**src/rtl/data_mem_arb_pkg.sv**
```systemverilog
// +--------------------------------------------------------------------------+
// | data_mem_arb_pkg : shared types and default widths for data_mem_arbiter  |
// | Revision: 1.0                                                            |
// +--------------------------------------------------------------------------+
`default_nettype none

package data_mem_arb_pkg;

  localparam int unsigned ADDR_W_DEF = 19;
  localparam int unsigned DATA_W_DEF = 24;

  // Doubles as FSM state (issue owner) and as the read-return tag.
  typedef enum logic [1:0] {
    OWN_NONE = 2'd0,
    OWN_CPU  = 2'd1,
    OWN_DMA  = 2'd2
  } owner_t;

endpackage

`default_nettype wire

```
**src/rtl/rd_tag_pipe.sv**
```systemverilog
// +--------------------------------------------------------------------------+
// | rd_tag_pipe : DEPTH-stage shift register of read owner tags              |
// | Revision: 1.0                                                            |
// +--------------------------------------------------------------------------+
`default_nettype none

module rd_tag_pipe
  import data_mem_arb_pkg::*;
#(
  parameter int unsigned DEPTH = 1
) (
  input  logic   clk,
  input  logic   rst_n,
  input  owner_t tag_in,
  output owner_t tag_out
);

  owner_t stage_q [DEPTH];
  owner_t stage_d [DEPTH];

  always_comb begin
    stage_d[0] = tag_in;
    for (int unsigned i = 1; i < DEPTH; i++) begin
      stage_d[i] = stage_q[i-1];
    end
  end

  always_ff @(posedge clk or negedge rst_n) begin
    if (!rst_n) begin
      for (int unsigned i = 0; i < DEPTH; i++) begin
        stage_q[i] <= OWN_NONE;
      end
    end else begin
      for (int unsigned i = 0; i < DEPTH; i++) begin
        stage_q[i] <= stage_d[i];
      end
    end
  end

  assign tag_out = stage_q[DEPTH-1];

endmodule

`default_nettype wire

```
**src/rtl/data_mem_arbiter.sv**
```systemverilog
// +--------------------------------------------------------------------------+
// | data_mem_arbiter : CPU/DMA arbiter for data memory port A with DMA       |
// | anti-starvation and tagged read return.  Revision: 1.0                   |
// +--------------------------------------------------------------------------+
`default_nettype none

module data_mem_arbiter
  import data_mem_arb_pkg::*;
#(
  parameter int unsigned ADDR_W   = ADDR_W_DEF,
  parameter int unsigned DATA_W   = DATA_W_DEF,
  parameter int unsigned RD_LAT   = 1,
  parameter int unsigned MAX_WAIT = 8
) (
  input  logic              clk,
  input  logic              rst,
  input  logic              cpu_req,
  input  logic              cpu_we,
  input  logic [ADDR_W-1:0] cpu_addr,
  input  logic [DATA_W-1:0] cpu_wdata,
  output logic              cpu_gnt,
  output logic              cpu_rvalid,
  output logic [DATA_W-1:0] cpu_rdata,
  input  logic              dma_req,
  input  logic              dma_we,
  input  logic [ADDR_W-1:0] dma_addr,
  input  logic [DATA_W-1:0] dma_wdata,
  output logic              dma_gnt,
  output logic              dma_rvalid,
  output logic [DATA_W-1:0] dma_rdata,
  output logic              mem_we,
  output logic [ADDR_W-1:0] mem_addr,
  output logic [DATA_W-1:0] mem_wdata,
  input  logic [DATA_W-1:0] mem_rdata
);

  localparam logic [7:0] MAX_WAIT_C = 8'(MAX_WAIT);

  owner_t     state_q, state_d;
  logic [7:0] wait_q, wait_d;
  owner_t     tag_in, tag_out;
  logic       cpu_elig, dma_elig;

  // The current owner's request is the one being issued now, so it is masked.
  always_comb begin
    cpu_elig = cpu_req && (state_q != OWN_CPU);
    dma_elig = dma_req && (state_q != OWN_DMA);
    state_d  = OWN_NONE;
    if (dma_elig && (wait_q == MAX_WAIT_C)) begin
      state_d = OWN_DMA;
    end else if (cpu_elig) begin
      state_d = OWN_CPU;
    end else if (dma_elig) begin
      state_d = OWN_DMA;
    end

    wait_d = 8'd0;
    if (dma_req && (state_d != OWN_DMA)) begin
      wait_d = (wait_q >= MAX_WAIT_C) ? MAX_WAIT_C : wait_q + 8'd1;
    end
  end

  always_ff @(posedge clk or negedge rst) begin
    if (!rst) begin
      state_q <= OWN_NONE;
      wait_q  <= 8'd0;
    end else begin
      state_q <= state_d;
      wait_q  <= wait_d;
    end
  end

  always_comb begin
    cpu_gnt   = 1'b0;
    dma_gnt   = 1'b0;
    mem_we    = 1'b0;
    mem_addr  = '0;
    mem_wdata = '0;
    tag_in    = OWN_NONE;
    case (state_q)
      OWN_CPU: begin
        cpu_gnt   = 1'b1;
        mem_we    = cpu_we;
        mem_addr  = cpu_addr;
        mem_wdata = cpu_wdata;
        tag_in    = cpu_we ? OWN_NONE : OWN_CPU;
      end
      OWN_DMA: begin
        dma_gnt   = 1'b1;
        mem_we    = dma_we;
        mem_addr  = dma_addr;
        mem_wdata = dma_wdata;
        tag_in    = dma_we ? OWN_NONE : OWN_DMA;
      end
      default: ;
    endcase
  end

  rd_tag_pipe #(
    .DEPTH (RD_LAT)
  ) u_rd_tag_pipe (
    .clk     (clk),
    .rst_n   (rst),
    .tag_in  (tag_in),
    .tag_out (tag_out)
  );

  always_comb begin
    cpu_rvalid = (tag_out == OWN_CPU);
    dma_rvalid = (tag_out == OWN_DMA);
    cpu_rdata  = cpu_rvalid ? mem_rdata : '0;
    dma_rdata  = dma_rvalid ? mem_rdata : '0;
  end

endmodule

`default_nettype wire

```
**config.mk**
```make
export PLATFORM = sky130hd
export DESIGN_NAME = data_mem_arbiter
export DESIGN_NICKNAME = d
export VERILOG_FILES = /design/src/rtl/data_mem_arb_pkg.sv /design/src/rtl/rd_tag_pipe.sv /design/src/rtl/data_mem_arbiter.sv
export SDC_FILE = /design/constraint.sdc
export NUM_CORES = 1
export LEC_CHECK = 0
export CAP_MARGIN = 20
export CELL_PAD_IN_SITES_DETAIL_PLACEMENT = 0
export CELL_PAD_IN_SITES_GLOBAL_PLACEMENT = 1
export CORE_AREA = 2 2 81 83
export CTS_BUF_LIST = sky130_fd_sc_hd__clkbuf_4
export DETAILED_ROUTE_END_ITERATION = 6
export DIE_AREA = 0 0 83 85
export DONT_BUFFER_PORTS = 1
export HOLD_SLACK_MARGIN = 0.03
export PLACE_DENSITY = 0.59
export SYNTH_ARGS = -nofsm -noshare
export SYNTH_HDL_FRONTEND = slang
export SYNTH_HIERARCHICAL = 1
export SYNTH_SLANG_ARGS = --single-unit
export TNS_END_PERCENT = 50
```
**constraint.sdc**
```tcl
create_clock -name clk -period 1.6 [get_ports clk]
set_clock_uncertainty 0.15 [all_clocks]
set_input_delay 0.24 -clock clk [delete_from_list [all_inputs] [get_ports clk]]
set_output_delay 0.24 -clock clk [all_outputs]
set_load 0.02 [all_outputs]
```
==> metrics.csv <==
stage;metric;value;unit
outcome;run status;complete, but fails checks;
outcome;failing checks;setup timing;
sta;Slew @ Worst Pin;502.1;ps
floorplanning;die area;7055;µm²
setup_path;Worst R2R Start;state_q[0];
power;Leak;1.092;nW
grt;vias in the first global route;1419;
yosys;Post-Synth Adder-Cell Area;3.817;%
floorplanning;Chip Width;83;µm
yosys;XOR/XNOR Fraction of Synth Area;0.6679;%
yosys;post-synthesis cell type count;23;
yosys;number of synthesized flops with an enable pin;0;
setup_path;Max FO, Critical Path;10;
final_layout;layout cells sized above 1;74.40;%
routing;drt first pass iters;4;
yosys;post-synth top area share;29.39;%
power;Combinational Power Share;60.4;%
sta;fmax;496.8;MHz
power;Power Dens Cells;547.0;nW/µm²
clocking;CTS root buf;clkbuf_4;
clocking;Clock Latency Late Sink;260;ps
setup_path;Critical Path RT;1210;ps
place;global placer's final weighted congestion;0.7843;
place;port bufs;0;
grt;first-pass GRT wire length;8.142;mm
sta;WHS;159.9;ps
min_path;Worst Hold Class;in -> reg;
grt;largest net degree at the start of global routing;26;
setup_path;CP max stage delay;400;ps
floorplanning;# rows;29;
sta;Slew Limit Fails;0;
setup_path;CP arrival;1620;ps
power;Switching Fraction;38.67;%
grt;Total GRT Usage;14.69;%
power;Peak VDD IR;0.0003140;V
sta;Worst Slack Setup Final;-412.7;ps
sta;Final setup viols;92;
yosys;sequential share of the synthesized area;22.90;%
final_layout;area grow syn2layout;75.95;%
place;placed cell count;225;
floorplanning;Die Ht;85;µm
setup_path;Crit Path Class;reg -> out;
yosys;cell taking the most area after synthesis;a22o_1;
clocking;clk slew on worst S/H paths;60;ps
final_layout;n_diodes;0;
power;Clock Power Share;13.5;%
sta;Final Hold Fails;0;
final_layout;fin area;2307;µm²
routing;ANT nets after route;0;
routing;Vias;1359;
yosys;syn avg cell area;8.684;µm²
setup_path;Slowest cell on crit path;dfrtp_1;
sta;final cycle utilization of the critical path;125.8;%
setup_path;kind of end point of the critical path;output port;
clocking;TritonCTS clock tree;done;
yosys;top cells by count, synth;and2_1 (48), a22o_1 (44), dfrtp_1 (12);
yosys;Mapped Area;1311;µm²
routing;drt total wl;5.726;mm
final_layout;utilization after layout;37.18;%
final_layout;fill count;601;
routing;Via-to-Cell Ratio;5.547;
yosys;Synth Area in Compound Gates;31.87;%
flow_run;number of max-cap violations;0;
routing;number of DRC markers in iteration 0;19;
yosys;Yosys reg bits;12;
power;NetSw;0.4880;mW
setup_path;CP Launch Type;register;
min_path;hold path startpoint;cpu_req;
setup_path;CP cell instances;buf_6 -> ha_4 -> nor2b_4 -> buf_12 -> buf_12 -> a22o_4;
place;post-DP HPWL;4.511;mm
yosys;Synth Instances;151;
yosys;Simple-Gate Fraction of Synth Area;31.49;%
grt;antenna violations before repair;0;
sta;RSZ-0062 raised after global routing;true;
yosys;FFs w/ async S/R, synth;100.0;%
yosys;largest family of logic cells by synthesized area;compound AO/OA/AOI/OAI gates;
sta;Rel. slew slack;66.42;%
floorplanning;Starting Density;21.13;%
clocking;Num CTS Buffers;3;
power;sequential power share;26.2;%
yosys;mux cell area share after synthesis;0;%
setup_path;most frequent CP cell;buf_12;
clocking;Bufs on Longest Clock Path;2;
final_layout;Final Instance Count excl. Fillers;245;
yosys;synth top area cells;a22o_1 (29%), and2_1 (23%), dfrtp_1 (23%);
routing;drc violations;0;
clocking;CTS sink cnt;12;
floorplanning;I/O pins;212;
yosys;top_reg_cell synth;dfrtp_1;
routing;routed length per placed instance;23.37;µm
power;Internal Pwr Total;0.7741;mW
final_layout;Net count, final;290;
grt;grt ovf;0;
clocking;htree depth;1;
power;total power;1.262;mW
setup_path;Crit. Startpoint;state_q[0];
floorplanning;CORE AREA;6205;µm²
yosys;most frequent cell after synthesis;and2_1;
place;placed cell area;1824;µm²
sta;Final min period;2013;ps
yosys;Ys Warns;6;
placed cells by master, fill, tap and decap left out, types with 3 or more instances in the layout:
master,n
a22o_4,44
and2_4,48
buf_12,7
buf_16,4
buf_4,4
buf_6,3
clkbuf_4,3
conb_1,4
dfrtp_1,12
dlygate4sd3_1,5
inv_1,4
nor2_1,4
cells by family after synthesis:
family,count (synthesis)
AO/OA/AOI/OAI,49
XOR/XNOR,1
adder cells (fa/ha/maj),4
buffers and inverters,20
flip-flops,12
other,1
AND/OR/NAND/NOR,64
critical path, delay by kind of cell, from the launching register on:
kind | cells | cell delay [ps]
fa+ha+maj | 1 | 150
simple gates | 1 | 130
compound gates | 1 | 280
flops | 1 | 400
buf+inv | 3 | 410
worst paths after layout:
kind	endpoint	slack, ps	depth (start not counted)
setup / recovery	mem_wdata[1]	-410	6
hold / removal	state_q[0]	160	2
setup reg to reg	wait_q[2]	70	6
hold reg to reg	wait_q[0]	340	1
max in group asynchronous	wait_q[3]	730	1
min in group asynchronous	wait_q[5]	230	1
state kept, by name (all words and copies together), names as in the netlist:
| name | cells |
|---|---|
| state_q | 2 |
| wait_q | 8 |
| u_rd_tag_pipe/tag_out | 2 |
through the flow:
stage               setup slack (ps)  setup TNS (ps)
detailed placement            -225.9           -5744
CTS                           -429.9          -21630
finish                        -412.7          -18990
global placement              -174.3           -3597
floorplan                     -90.70           -3602
global route                  -460.1          -24100
metal layers:
| metal | wire length (µm) | track usage (%) |
|---|---|---|
| met5 | 0 | 0 |
| met4 | 69 | 3.428 |
| met3 | 511 | 3.891 |
| met2 | 3478 | 31.74 |
| met1 | 1666 | 13.20 |
timing repair:
item                                    in CTS  in global routing
endpoints found under the setup margin      92                 94
buffers inserted                             5                  1
gates resized for setup                    112                  3
hold endpoints to repair                    16                  3
gates cloned                                 6                  2
pin swaps                                   45                 15
hold buffers                                 4                  1
area by class of cell:
type                       count  area [µm²]  share of cell area (%)
multi-input combinational    122        1461                   63.34
timing repair buffer          25       404.1                   17.52
sequential                    12       300.3                   13.02
tap                           77       96.34                   4.176
clock buffer                   3       22.52                  0.9761
inverter                       6       22.52                  0.9761
power by group through the flow:
stage          clock network (mW)  registers, mW  logic, mW
6_report                    0.170          0.330      0.762
5_1_grt                     0.189          0.332      0.797
4_1_cts                     0.179          0.330      0.765
3_5_place_dp                    0          0.337      0.601
3_3_place_gp                    0          0.335      0.591
2_1_floorplan                   0          0.335      0.544
Power figures use the tool's default switching activity.
